[src/rtl/dec_pkg.sv]
// Shared types, default parameters and the one-hot helper for the 3-to-8 pulse decoder.
package dec_pkg;

    typedef enum logic {
        IDLE   = 1'b0,
        ACTIVE = 1'b1
    } state_t;

    localparam int N_IN_DEF      = 3;
    localparam int PULSE_LEN_DEF = 4;

    // Wide enough for any code width up to 8 bits; callers truncate to their own width.
    localparam int ONEHOT_W = 256;

    function automatic logic [ONEHOT_W-1:0] onehot(input logic [7:0] idx);
        return ONEHOT_W'(1) << idx;
    endfunction

endpackage

[src/rtl/pulse_timer.sv]
// Pulse-length counter: reloaded on accept, advances while a pulse runs, flags its last cycle.
module pulse_timer #(
    parameter int PULSE_LEN = 4
) (
    input  logic clk,
    input  logic rst_n,
    input  logic load,
    input  logic run,
    output logic last
);

    localparam int CW = $clog2(PULSE_LEN + 1);
    localparam logic [CW-1:0] LAST_CNT = CW'(PULSE_LEN - 1);

    logic [CW-1:0] count;

    // NOTE: state registers use non-blocking assignments so every flop samples pre-edge values.
    // The counter saturates at its last value instead of wrapping; only a load restarts it.
    always_ff @(posedge clk or negedge rst_n) begin
        if (!rst_n) begin
            count <= '0;
        end else if (load) begin
            count <= '0;
        end else if (run && (count != LAST_CNT)) begin
            count <= count + CW'(1);
        end
    end

    assign last = (count == LAST_CNT);

endmodule

[src/rtl/dec_38_pulse.sv]
// Sequential 3-to-8 decoder: each accepted code drives its one-hot line for PULSE_LEN cycles.
module dec_38_pulse
    import dec_pkg::*;
#(
    parameter  int N_IN      = N_IN_DEF,
    parameter  int PULSE_LEN = PULSE_LEN_DEF,
    localparam int N_OUT     = 2 ** N_IN
) (
    input  logic             clk,
    input  logic             rst_n,
    input  logic [N_IN-1:0]  y,
    input  logic             v,
    input  logic             en,
    input  logic             clr_drop,
    output logic [N_OUT-1:0] d,
    output logic             busy,
    output logic             in_ready,
    output logic             dropped
);

    state_t     state;
    logic       last;
    logic       acc;
    logic       drop_evt;
    logic [N_OUT-1:0] d_next;

    // The timer's last flag is only meaningful while a pulse is running.
    assign in_ready = (state == IDLE) || last;
    assign acc      = v & en & in_ready;
    assign drop_evt = v & en & ~in_ready;
    assign busy     = (state == ACTIVE);
    assign d_next   = N_OUT'(onehot(8'(y)));

    pulse_timer #(
        .PULSE_LEN (PULSE_LEN)
    ) u_timer (
        .clk   (clk),
        .rst_n (rst_n),
        .load  (acc),
        .run   (state == ACTIVE),
        .last  (last)
    );

    always_ff @(posedge clk or negedge rst_n) begin
        if (!rst_n) begin
            state <= IDLE;
            d     <= '0;
        end else begin
            case (state)
                IDLE: begin
                    if (acc) begin
                        d     <= d_next;
                        state <= ACTIVE;
                    end
                end
                ACTIVE: begin
                    // A back-to-back accept on the last cycle reloads d with no zero gap.
                    if (last) begin
                        if (acc) begin
                            d <= d_next;
                        end else begin
                            d     <= '0;
                            state <= IDLE;
                        end
                    end
                end
                default: begin
                    d     <= '0;
                    state <= IDLE;
                end
            endcase
        end
    end

    // A new drop outranks a simultaneous clear so no overflow event is lost.
    always_ff @(posedge clk or negedge rst_n) begin
        if (!rst_n) begin
            dropped <= 1'b0;
        end else if (drop_evt) begin
            dropped <= 1'b1;
        end else if (clr_drop) begin
            dropped <= 1'b0;
        end
    end

endmodule

[config.mk]
export PLATFORM = sky130hd
export DESIGN_NAME = dec_38_pulse
export DESIGN_NICKNAME = d
export VERILOG_FILES = /design/src/rtl/dec_pkg.sv /design/src/rtl/pulse_timer.sv /design/src/rtl/dec_38_pulse.sv
export SDC_FILE = /design/constraint.sdc
export NUM_CORES = 1
export LEC_CHECK = 0
export CAP_MARGIN = 20
export CORE_AREA = 2 2 39 41
export CTS_CLUSTER_SIZE = 16
export DETAILED_ROUTE_END_ITERATION = 8
export DIE_AREA = 0 0 41 43
export DONT_BUFFER_PORTS = 1
export PLACE_DENSITY = 0.53
export SLEW_MARGIN = 20
export SYNTH_ARGS = -nofsm -noshare
export SYNTH_HDL_FRONTEND = slang
export SYNTH_SLANG_ARGS = --single-unit
[constraint.sdc]
create_clock -name clk -period 1.8 [get_ports clk]
set_input_delay 0.27 -clock clk [delete_from_list [all_inputs] [get_ports clk]]
set_output_delay 0.27 -clock clk [all_outputs]
set_load 0.005 [all_outputs]
# Word-level counts from Yosys, hierarchy flattened
# Index checks and enable logic that the tools add are counted.
[classes]
add_sub_neg = 1
n_eq_ne = 4
n_shift = 1
mux = 11
bitwise_logic = 5
reduce_logical = 5
[ops]
columns = ["operator", "n"]
rows = [
  ["2-to-1 mux 8 bit", 3],
  ["one-hot mux 8 bit (2 select lines)", 1],
  ["left shift 1 x 3 -> 8 bit, first input constant", 1],
  ["2-to-1 mux 3 bit", 2],
  ["2-to-1 mux 1 bit", 4],
  ["nonzero test 2 bit", 2],
  ["adder 3 x 1 -> 3 bit, second input constant", 1],
  ["bitwise AND 1 bit", 3],
  ["== test 3 x 2 -> 1 bit, second input constant", 1],
  ["inequality test 3 x 2 -> 1 bit, second input constant", 1],
  ["inequality test 2 x 1 -> 1 bit, second input constant", 1],
  ["inequality test 2 bit, second input constant", 1],
  ["inverter 1 bit", 2],
  ["one-hot mux 1 bit (2 select lines)", 1],
  ["AND reduction 2 bit", 1],
  ["logical AND 1 bit", 1],
  ["logical OR 1 bit", 1],
]
[totals]
regBits = 13

# Longest topological paths before layout
# Gate-level depths: netlist (run 1).
[depth]
ltp_word = 6
ltp_mapped = 6
mapped_depth_nobuf = 6

# Cells and area by module
# A second synthesis (run 1) with hierarchy kept.
[unflattened]
hier_cells = 47
hier_area_um2 = 590.6
[modules_own_cells]
columns = ["mod", "instances", "cells_per_inst", "area_per_inst_um2"]
rows = [
  ["dec_38_pulse", 1, 32, 412.9],
  ["pulse_timer", 1, 15, 177.7],
]

# Worst setup path after synthesis (run 1)
# No wires, ideal clock.
[synth_timing]
kind = "reg2reg"
start = "register u_timer.count[0]"
end = "register d[1]"
arrival_time_ns = 1.234
slack_ns = 0.442
path_stages_with_launch = 7
path_buffers = 0
synth_period_minus_slack_ns = 1.358
path_cell_list = "dfrtp_1 > ha_1 > ha_1 > nor2b_4 > inv_2 > nand4_1 > o2bb2ai_1"
[synth_between]
elab_chain_cells = 6
elab_cells_between_ends = 9
[synth_rtl]
columns = ["item", "line_no", "text"]
rows = [
  ["from (decl)", "pulse_timer.sv:15", "logic [CW-1:0] count;"],
  ["from (signal assigned)", "pulse_timer.sv:25", "count <= count + CW'(1);"],
  ["== test 3 x 2 -> 1 bit *", "pulse_timer.sv:29", "assign last = (count == LAST_CNT);"],
  ["logical OR 1 bit *", "dec_38_pulse.sv:28", "assign in_ready = (state == IDLE) || last;"],
  ["via in_ready", "dec_38_pulse.sv:17", "output logic in_ready,"],
  ["bitwise AND 1 bit *", "dec_38_pulse.sv:29", "assign acc = v & en & in_ready;"],
  ["2-to-1 mux 8 bit", "dec_38_pulse.sv:59", "if (acc) begin"],
  ["2-to-1 mux 8 bit", "dec_38_pulse.sv:58", "if (last) begin"],
  ["one-hot mux 8 bit (2 select lines)", "dec_38_pulse.sv:49", "case (state)"],
  ["to (signal assigned)", "dec_38_pulse.sv:52", "d <= d_next;"],
  ["to (signal assigned)", "dec_38_pulse.sv:60", "d <= d_next;"],
  ["to (decl)", "dec_38_pulse.sv:15", "output logic [N_OUT-1:0] d,"],
]
# Mark *: on every way through the listed nets, which the timed path passes. The rest lies on a longest branch. The select of a mux whose other input is x is not followed.
# A chain may end at the register's enable or synchronous reset.

# Final worst setup path (run 1)
[layout_timing]
start = "register u_timer.count[0]"
end = "output port in_ready"
[layout_between]
elab_chain_cells = 2
[layout_rtl]
columns = ["item", "line_no"]
rows = [
  ["== test 3 x 2 -> 1 bit", "pulse_timer.sv:29"],
  ["logical OR 1 bit", "dec_38_pulse.sv:28"],
  ["to (decl)", "dec_38_pulse.sv:17"],
]
# No other way between the ends.

==> flow_summary_export.csv, run 1 <==
group,metric,value,unit
worst_setup_path,cp.arrival,1.38,ns
global_route,grt_max_degree,14,
run_status,status,"completed",
worst_setup_path,reg2reg_from,"u_timer.count[0]",
finish,mostFrequentLayoutCells,"dfrtp_1 (13), nand2_1 (7), inv_1 (5), o2bb2ai_1 (4)",
cts,cts_buffers,3,
synthesis,synth_compound_area_share,18.9,%
finish,final_util,44.7,%
worst_setup_path,endpoint_kind,"output pin",
sta,drv_slew,0,
sta,fin_crit_sh,91.9,%
cts,cts.path.max_buffers,2,
synthesis,muxShareOfSynthArea,0,%
detailed_routing,firstDrtPassIters,4,
finish,fin_nets,63,
synthesis,postSynthCellCount,47,
detailed_routing,drtAntennaViolNets,0,
synthesis,synth_area,562,µm²
worst_setup_path,startpoint,"u_timer.count[0]",
die,core_area,1380,µm²
worst_setup_path,startpoint_type,"flop",
cts,clock_sinks,13,
sta,relSlewSlack,61.2,%
detailed_routing,via_count,389,
sta,min_period,1.65,ns
power,total_power,984,µW
die,start_util,40.6,%
die,num_io_pins,19,
power,switching_power,348,µW
flow_run,maxCapViolCount,0,
finish,final_common_cell,"dfrtp_1",
worst_setup_path,worstSetupEndpoint,"in_ready",
power,p_seq_share,50.3,%
die,dieArea,1760,µm²
global_route,grt_first_pass_wirelength,1710,µm
sta,rsz0062_at_grt,"false",
finish,num_antenna_cells,0,
cts,cts_setup_buffers,0,
detailed_routing,routedWlPerCell,16.7,µm
cts,cts_tree,"yes",
global_route,antenna_found_initial,0,
synthesis,synth_cell_types,17,
cts,clkTransAtPathRegs,0.07,ns
sta,setup_ws,0.147,ns
placement,dpl_worst_slack,0.280,ns
synthesis,avgSynthCellArea,12.0,µm²
worst_setup_path,critical_path_class,"reg2out",
synthesis,ys_seq_area_share,57.9,%
min_path,hp-class,"in2reg",
power,clockPowerShare,17.2,%
detailed_routing,wl,1140,µm
synthesis,synth_xor_area_share,0,%
synthesis,syn_nets,57,
placement,globalplace.congestion,0.609,
sta,hold_viol,0,
power,pwr-share-comb,32.5,%
power,max-vdd-ir-drop,577,µV
global_route,track_usage,14.8,%
worst_setup_path,critPathRequiredTime,1.53,ns
worst_setup_path,ff2ff_path_depth,6,
sta,fin_setup_tns,0,ns
global_route,grt-ovfl-total,0,
synthesis,synth_top_family_by_area,"compound AO/OA/AOI/OAI gates",
cts,hold_buffers,1,
power,p_leak,0.292,nW
power,power.internal,635,µW
detailed_routing,avgViaCountPerCell,5.72,
power,p_per_area,1590,nW/µm²
placement,post-dp-hpwl,884,µm
synthesis,synth_seq_cells,13,
sta,skew,0.000755,ns
worst_setup_path,critPathMaxFanout,8,
detailed_routing,drc,0,
finish,drive_above_1_share,15.4,%
worst_setup_path,r2r_end,"d[1]",
sta,setup_viol,0,
finish,syn_to_final_growth,10.0,%
worst_setup_path,reg2reg_slack,0.27,ns
die,die-width,41,µm
sta,worst_pin_slew,0.581,ns
placement,portBuffers,0,
cts,ctsResizeCount,0,
synthesis,synth-warning-count,0,
detailed_routing,first_iter_violations,5,
cts,clock_latency,0.26,ns
synthesis,synthSimpleGateAreaFrac,14.7,%
die,placementRows,14,
synthesis,yosys.area_share.adder,4.45,%
cts,cts-root-buf,"clkbuf_4",
sta,clock.fmax,605,MHz
cts,htreeDepth,1,
power,switching_share,35.4,%
global_route,grt_pass1_vias,411,
die,die_h,43,µm
## registers in the layout, indices dropped and copies added, names as in the netlist
signal / flops
d: 8
u_timer.count: 3
busy: 1
dropped: 1
## area by class of cell
class	count	area (µm²)
tap	16	20.0
timing repair buffer	1	10.0
inverter	6	22.5
sequential	13	325
fill	134	766
multi-input combinational	28	214
clock buffer	4	26.3
## cell families after synthesis
kind of cell,Yosys count
fa+ha+maj,2
buf+inv,6
compound gates,12
flops,13
simple gates,14
## how the worst min path moves through the flow
stage / start / end / slack [ns] / cells after the start
2_1_floorplan: rst_n / busy / -0.03 / 0
3_3_place_gp: rst_n / busy / -0.03 / 0
3_5_place_dp: rst_n / busy / -0.03 / 0
4_1_cts: clr_drop / dropped / 0.1 / 1
5_1_grt: clr_drop / dropped / 0.1 / 1
6_report: clr_drop / dropped / 0.11 / 1
## Yosys cell counts
master / n / area (µm²)
inv_1: 5 / 18.8
a32o_1: 3 / 30.0
o2bb2ai_1: 4 / 35.0
o21a_4: 1 / 15.0
o22ai_1: 2 / 12.5
ha_1: 2 / 25.0
nand2_2: 1 / 6.26
nor2b_4: 1 / 13.8
nor3_4: 1 / 16.3
nand4_1: 1 / 6.26
nand3_1: 2 / 10.0
nand2_1: 7 / 26.3
dfrtp_1: 13 / 325
nor2_1: 1 / 3.75
o21ai_0: 1 / 5.00
inv_2: 1 / 3.75
a22o_1: 1 / 8.76
## worst max-delay path: stages, from the launching register on
cell     delay, ns
dfrtp_1       0.40
ha_1          0.21
ha_1          0.22
nor2b_4       0.18
inv_2         0.11
## through the flow
step           cells  hold slack, ns  cell area [µm²]
2_1_floorplan     47         -0.0256              562
3_3_place_gp      63         -0.0253              582
3_5_place_dp      63         -0.0253              582
4_1_cts           68          0.0984              618
5_1_grt           68          0.0983              618
6_report          68           0.109              618
## power groups by stage
| stage | logic (mW) | registers [mW] | clock network [mW] |
|---|---|---|---|
| finish | 0.319 | 0.495 | 0.170 |
| global route | 0.363 | 0.505 | 0.191 |
| CTS | 0.326 | 0.495 | 0.182 |
| detailed placement | 0.319 | 0.501 | 0 |
| global placement | 0.296 | 0.497 | 0 |
| floorplan | 0.261 | 0.476 | 0 |
## metal layers
metal | vias up | GRT usage (%) | wire length [µm]
met5 | - | 0 | 0
met4 | 0 | 8.00 | 22
met3 | 4 | 5.24 | 120
met2 | 18 | 22.5 | 586
met1 | 190 | 17.2 | 407
li1 | 177 | - | -
Note: power is estimated with default switching activity, not from simulation.
==> run 2: changes to the inputs <==
--- a/config.mk
+++ b/config.mk
@@ -5,14 +5,15 @@
 export SDC_FILE = /design/constraint.sdc
 export NUM_CORES = 1
 export LEC_CHECK = 0
-export CAP_MARGIN = 20
+export CAP_MARGIN = 10
 export CORE_AREA = 2 2 39 41
 export CTS_CLUSTER_SIZE = 16
 export DETAILED_ROUTE_END_ITERATION = 8
 export DIE_AREA = 0 0 41 43
 export DONT_BUFFER_PORTS = 1
-export PLACE_DENSITY = 0.53
+export PLACE_DENSITY_LB_ADDON = 0.3
 export SLEW_MARGIN = 20
 export SYNTH_ARGS = -nofsm -noshare
 export SYNTH_HDL_FRONTEND = slang
+export SYNTH_HIERARCHICAL = 1
 export SYNTH_SLANG_ARGS = --single-unit
==> run 2 against run 1 <==
Compared with the run above:
- sequential share of layout area fell by 3.7 points
- final cell count rose by 2.9%
- design area rose by 7.5%
- count of clock-buffer cells in the layout did not move
- core utilization rose by 3.3 points
- synthesized cell count did not move
- via count rose by 4.1%
- critical path depth rose by 2
- largest cell class unchanged
- largest power group unchanged
- highest routed layer unchanged
==> flow_summary_export.csv, run 2 <==
group,metric,value,unit
finish,max_flop_register,"d",
global_route,antenna_found_initial,0,
sta,skew,0.00233,ns
worst_setup_path,endpoint_kind,"flop",
synthesis,yosys.area_share.adder,4.24,%
synthesis,muxShareOfSynthArea,1.91,%
power,max-vdd-ir-drop,639,µV
placement,globalplace.congestion,0.673,
synthesis,synth_seq_cells,13,
finish,num_antenna_cells,0,
cts,htreeDepth,1,
sta,clock.fmax,595,MHz
worst_setup_path,crit_family,"simple AND/OR/NAND/NOR gates",
finish,drive_above_1_share,24.1,%
detailed_routing,drc,0,
power,pwr-share-comb,36.8,%
detailed_routing,avgViaCountPerCell,5.79,
synthesis,synth_compound_area_share,17.2,%
synthesis,ys_dominant_reg_cell,"dfrtp_1",
synthesis,synth_top_cell_by_area,"dfrtp_1",
placement,dpl_worst_slack,0.0624,ns
synthesis,ys_async_sr_fraction,100,%
placement,post-dp-hpwl,782,µm
synthesis,ys_seq_area_share,55.1,%
synthesis,yosys-top-cells-area,"dfrtp_1 (55%), a32o_1 (6.8%), a22o_1 (5.9%), ha_1 (4.2%), nor2b_1 (3.2%)",
finish,largest_reg_flops,8,
worst_setup_path,startpoint_type,"flop",
detailed_routing,firstDrtPassIters,2,
power,p_per_area,1620,nW/µm²
cts,clkTransAtPathRegs,0.08,ns
synthesis,synthSimpleGateAreaFrac,19.7,%
die,dieArea,1760,µm²
power,power.internal,709,µW
power,clockPowerShare,16.8,%
worst_setup_path,cp.arrival,1.87,ns
global_route,grt_first_pass_wirelength,1770,µm
synthesis,synth_xor_area_share,0,%
die,die-width,41,µm
synthesis,synth_top_area_share,55.1,%
synthesis,postSynthCellCount,47,
synthesis,synth-warning-count,6,
synthesis,synth_commonest_cells,"dfrtp_1 (13), a22o_1 (4), a32o_1 (4), nor2b_1 (3)",
synthesis,synth.most_common_cell,"dfrtp_1",
synthesis,synth-edff-count,0,
detailed_routing,routedWlPerCell,15.2,µm
sta,setup_viol,0,
detailed_routing,wl,1070,µm
finish,final_common_cell,"dfrtp_1",
finish,final_area,664,µm²
power,p_seq_share,46.4,%
finish,fin_nets,65,
worst_setup_path,startpoint,"u_timer/count[0]",
min_path,holdCritStartpoint,"clr_drop",
sta,hold_viol,0,
sta,min_period,1.68,ns
finish,final_util,48.0,%
global_route,grt_max_degree,14,
die,num_io_pins,19,
cts,cts_buffers,3,
sta,fin_setup_tns,0,ns
power,switching_power,366,µW
synthesis,synth_cell_types,23,
min_path,hp-class,"in2reg",
synthesis,avgSynthCellArea,12.6,µm²
global_route,track_usage,16.1,%
power,total_power,1.08,mW
worst_setup_path,worstPathCellList,"ha_1 > ha_2 > nor2b_4 > nor2_2 > or4b_1 > o31ai_1",
cts,clock_sinks,13,
detailed_routing,via_count,405,
sta,worst_pin_slew,0.561,ns
finish,syn_to_final_growth,12.5,%
cts,clock_latency,0.28,ns
flow_run,maxCapViolCount,0,
placement,portBuffers,0,
worst_setup_path,reg2reg_from,"u_timer/count[0]",
worst_setup_path,critPathBufInv,0,
sta,rsz0062_at_grt,"false",
power,p_leak,0.306,nW
run_status,status,"completed",
worst_setup_path,critPathMaxFanout,5,
power,switching_share,34.1,%
die,start_util,42.7,%
synthesis,syn_nets,57,
synthesis,synth_area,591,µm²
sta,drv_slew,0,
cts,cts_tree,"yes",
worst_setup_path,cpPeakStageDelay,0.51,ns
finish,mostFrequentLayoutCells,"dfrtp_1 (13), a22o_1 (4), a32o_1 (4), nor2b_1 (3), clkbuf_4 (3)",
finish,reg_top3,"d (8), u_timer/count (3)",
placement,placed_area,626,µm²
detailed_routing,first_iter_violations,10,
finish,num-fill-cells,135,
worst_setup_path,critical_path_class,"reg2reg",
cts,cts.path.max_buffers,2,
die,die_h,43,µm
synthesis,synth_top_family_by_area,"simple AND/OR/NAND/NOR gates",
die,placementRows,14,
worst_setup_path,critPathRequiredTime,1.99,ns
global_route,grt_pass1_vias,400,
sta,setup_ws,0.120,ns
sta,relSlewSlack,62.5,%
cts,cts_setup_buffers,0,
sta,fin_crit_sh,93.3,%
global_route,grt-ovfl-total,0,
cts,cts-root-buf,"clkbuf_4",
worst_setup_path,slowest_stage,"or4b_1",
detailed_routing,drtAntennaViolNets,0,
die,core_area,1380,µm²
==> run 2: cell families after synthesis <==
kind of cell             count (synthesis)
buffers and inverters                    3
AO/OA/AOI/OAI                           12
multiplexers                             1
adder cells (fa/ha/maj)                  2
flip-flops                              13
AND/OR/NAND/NOR                         16
==> run 2: cell type report <==
cell class	instances	area, µm²	share of cell area, %
flip-flops and latches	13	325	49.0
clock buffers	4	26.3	3.95
well taps	16	20.0	3.01
multi-input cells	31	256	38.6
repair buffers	3	25.0	3.77
inverters	3	11.3	1.69
==> run 2: power by group through the flow <==
stage	Combinational (mW)	Sequential (mW)	Clock [mW]
3_3_place_gp	0.388	0.507	0
4_1_cts	0.401	0.503	0.187
2_1_floorplan	0.315	0.482	0
3_5_place_dp	0.392	0.509	0
5_1_grt	0.447	0.521	0.204
6_report	0.396	0.499	0.181
==> run 2: routing by layer <==
layer | up-vias | global-route usage (%) | share of wire (%)
met5 | - | 0 | 0
met4 | 0 | 14.0 | 4.5
met3 | 4 | 8.38 | 9.0
met2 | 12 | 20.3 | 46
met1 | 200 | 19.0 | 40
li1 | 189 | - | -
==> run 2: worst paths after layout <==
| kind | endpoint | slack [ns] | cells past startpoint |
|---|---|---|---|
| worst max register to register | u_timer/count[2] | 0.12 | 6 |
| worst max-delay path | u_timer/count[2] | 0.12 | 6 |
| min in group asynchronous | u_timer/count[2] | 0.42 | 1 |
| worst min-delay path | dropped | 0.1 | 1 |
| max in group asynchronous | d[3] | 1.02 | 1 |
| worst min register to register | d[6] | 0.53 | 1 |
==> run 2: repair_timing <==
item	CTS	global route
hold buffers	1	0
gates resized for setup	0	1
setup endpoints to repair	0	2
hold endpoints to repair	13	0
==> run 2: stage by stage <==
step	hold WS [ns]	instances
finish	0.0961	70
detailed placement	-0.0254	65
global placement	-0.0254	65
global route	0.0861	70
CTS	0.0900	70
floorplan	-0.0256	47
==> run 3: changes to the inputs <==
--- a/config.mk
+++ b/config.mk
@@ -5,11 +5,12 @@
 export SDC_FILE = /design/constraint.sdc
 export NUM_CORES = 1
 export LEC_CHECK = 0
+export ABC_AREA = 1
 export CAP_MARGIN = 10
-export CORE_AREA = 2 2 39 41
+export CORE_MARGIN = 2
+export CORE_UTILIZATION = 50
 export CTS_CLUSTER_SIZE = 16
 export DETAILED_ROUTE_END_ITERATION = 8
-export DIE_AREA = 0 0 41 43
 export DONT_BUFFER_PORTS = 1
 export PLACE_DENSITY_LB_ADDON = 0.3
 export SLEW_MARGIN = 20
==> constraint.sdc (replaced) <==
create_clock -name clk -period 1.63 [get_ports clk]
set_input_delay 0.2445 -clock clk [delete_from_list [all_inputs] [get_ports clk]]
set_output_delay 0.2445 -clock clk [all_outputs]
set_load 0.005 [all_outputs]
==> run 3 against run 2 <==
Compared with the run above:
- via count grew 27%
- sequential share of layout area shrank 3.1 points
- register-to-register slack lost 0.02 ns
- sequential cell count is the same
- die area shrank 8.9%
- clock power grew 9%
- critical endpoint is now in_ready
- largest power group unchanged
- highest routed layer unchanged
==> flow_summary_export.csv, run 3 <==
group,metric,value,unit
synthesis,postSynthCellCount,81,
placement,portBuffers,0,
worst_setup_path,critical_path_class,"reg2out",
finish,syn_to_final_growth,9.04,%
worst_setup_path,critPathRequiredTime,1.39,ns
finish,seqCellArea,325,µm²
detailed_routing,drtAntennaViolNets,0,
synthesis,synth-edff-count,0,
power,p_per_area,1580,nW/µm²
global_route,grt_pass1_vias,480,
cts,htreeDepth,1,
synthesis,synth_top_cell_by_area,"dfrtp_1",
die,dieArea,1610,µm²
worst_setup_path,slowest_stage,"dfrtp_1",
power,clockPowerShare,17.7,%
synthesis,synth_seq_cells,13,
sta,setup_ws,0.0715,ns
sta,worst_pin_slew,0.573,ns
synthesis,syn_nets,91,
die,die-width,40.1,µm
finish,final_common_cell,"nand2_1",
synthesis,synth_cell_types,13,
worst_setup_path,critPathBufInv,1,
finish,largest_reg_flops,8,
detailed_routing,avgViaCountPerCell,5.15,
worst_setup_path,cp.arrival,1.31,ns
sta,clock.fmax,642,MHz
power,pwr-share-comb,33.7,%
synthesis,ys_dominant_reg_cell,"dfrtp_1",
global_route,grt-ovfl-total,0,
finish,num-fill-cells,99,
detailed_routing,firstDrtPassIters,4,
cts,cts-root-buf,"clkbuf_4",
placement,dpl_worst_slack,0.0689,ns
detailed_routing,via_count,515,
worst_setup_path,endpoint_kind,"output pin",
sta,setup_viol,0,
finish,fin_nets,97,
sta,drv_slew,0,
worst_setup_path,critPathMaxFanout,4,
sta,min_period,1.56,ns
sta,hold_viol,0,
min_path,hp-class,"in2reg",
power,p_leak,0.397,nW
power,switching_share,38.9,%
finish,drive_above_1_share,14.0,%
die,die_h,40.1,µm
synthesis,synth.most_common_cell,"nand2_1",
finish,final_util,61.4,%
cts,clkTransAtPathRegs,0.08,ns
global_route,track_usage,18.6,%
global_route,grt_first_pass_wirelength,1860,µm
die,start_util,56.3,%
cts,cts_tree,"yes",
cts,cts_setup_buffers,0,
finish,max_flop_register,"d",
global_route,grt_max_degree,14,
finish,reg_top3,"d (8), u_timer/count (3)",
detailed_routing,drc,0,
power,total_power,1.12,mW
cts,clock_latency,0.27,ns
synthesis,ys_async_sr_fraction,100,%
cts,clock_sinks,13,
detailed_routing,routedWlPerCell,11.9,µm
synthesis,yosys-top-cells-area,"dfrtp_1 (50%), nand2_1 (15%), nand3_1 (11%), inv_1 (5.8%), nor2_1 (4.6%)",
run_status,status,"completed",
sta,relSlewSlack,61.7,%
finish,multi_input_area,284,µm²
sta,fin_crit_sh,95.6,%
placement,globalplace.congestion,0.882,
power,power.internal,685,µW
synthesis,synth_area,651,µm²
power,p_seq_share,48.6,%
worst_setup_path,worstPathCellList,"ha_1 > ha_2 > inv_1 > nand2_2",
power,max-vdd-ir-drop,702,µV
synthesis,synth_top_area_share,50.0,%
finish,mostFrequentLayoutCells,"nand2_1 (25), nand3_1 (14), dfrtp_1 (13), inv_1 (10), nor2_1 (8)",
die,placementRows,12,
sta,skew,0.000454,ns
cts,cts_buffers,3,
synthesis,avgSynthCellArea,8.03,µm²
synthesis,synth_commonest_cells,"nand2_1 (26), nand3_1 (14), dfrtp_1 (13), inv_1 (10), nor2_1 (8)",
global_route,antenna_found_initial,0,
flow_run,maxCapViolCount,0,
power,switching_power,436,µW
die,num_io_pins,19,
worst_setup_path,crit_family,"adder cells",
die,core_area,1160,µm²
finish,num_antenna_cells,0,
placement,post-dp-hpwl,843,µm
detailed_routing,wl,1190,µm
worst_setup_path,startpoint_type,"flop",
cts,cts.path.max_buffers,2,
worst_setup_path,cpPeakStageDelay,0.40,ns
detailed_routing,first_iter_violations,8,
synthesis,synth-warning-count,6,
synthesis,ys_seq_area_share,50.0,%
[run 3: through the flow]
step | TNS, ns | cell area [µm²] | hold slack [ns] | cells
6_report | 0 | 709 | 0.0678 | 100
5_1_grt | -0.00444 | 709 | 0.0544 | 100
4_1_cts | 0 | 704 | 0.0698 | 100
3_5_place_dp | 0 | 668 | -0.0509 | 95
3_3_place_gp | 0 | 668 | -0.0509 | 95
2_1_floorplan | 0 | 651 | -0.0511 | 81
[run 3: worst paths after layout]
| path | start | to | slack (ns) | depth (start not counted) |
|---|---|---|---|---|
| max | u_timer/count[0] | in_ready | 0.07 | 4 |
| min | clr_drop | dropped | 0.07 | 1 |
| max reg2reg | u_timer/count[0] | u_timer/count[2] | 0.10 | 7 |
| min reg2reg | u_timer/count[2] | u_timer/count[2] | 0.53 | 2 |
| max in group asynchronous | rst_n | d[5] | 0.86 | 1 |
| min in group asynchronous | rst_n | u_timer/count[0] | 0.40 | 1 |
[run 3: cells by family (layout without fill, tap and decap cells)]
group	count (synthesis)	count (layout)	share of synthesized area [%]
AND/OR/NAND/NOR	52	52	35.6
flip-flops	13	13	50.0
buffers and inverters	12	17	7.11
adder cells (fa/ha/maj)	2	2	3.85
AO/OA/AOI/OAI	2	2	3.46
[run 3: power groups by stage]
stage / combinational (mW) / sequential, mW / clock, mW
CTS: 0.374 / 0.545 / 0.202
global placement: 0.352 / 0.547 / 0
finish: 0.378 / 0.545 / 0.198
floorplan: 0.306 / 0.528 / 0
global route: 0.439 / 0.563 / 0.224
detailed placement: 0.364 / 0.551 / 0
[run 3: what timing repair did]
action | CTS | global route
endpoints found under the hold margin | 13 | 0
gates resized for setup | 0 | 2
endpoints found under the setup margin | 0 | 4
hold buffers | 1 | 0
[run 3: final cells by class]
type                            instances  share of cell area (%)
Sequential cell                        13                    45.9
Inverter                               12                    6.53
Multi-Input combinational cell         56                    40.0
Timing Repair Buffer                    1                    1.41
Tap cell                               14                    2.47
Clock buffer                            4                    3.70
[run 3: per-layer routing]
metal	GRT usage, %	vias to the layer above	part of all wire [%]
met5	0	-	0
met4	12.9	0	2.9
met3	6.11	5	6.8
met2	30.2	18	44
met1	20.3	227	46
li1	-	265	-
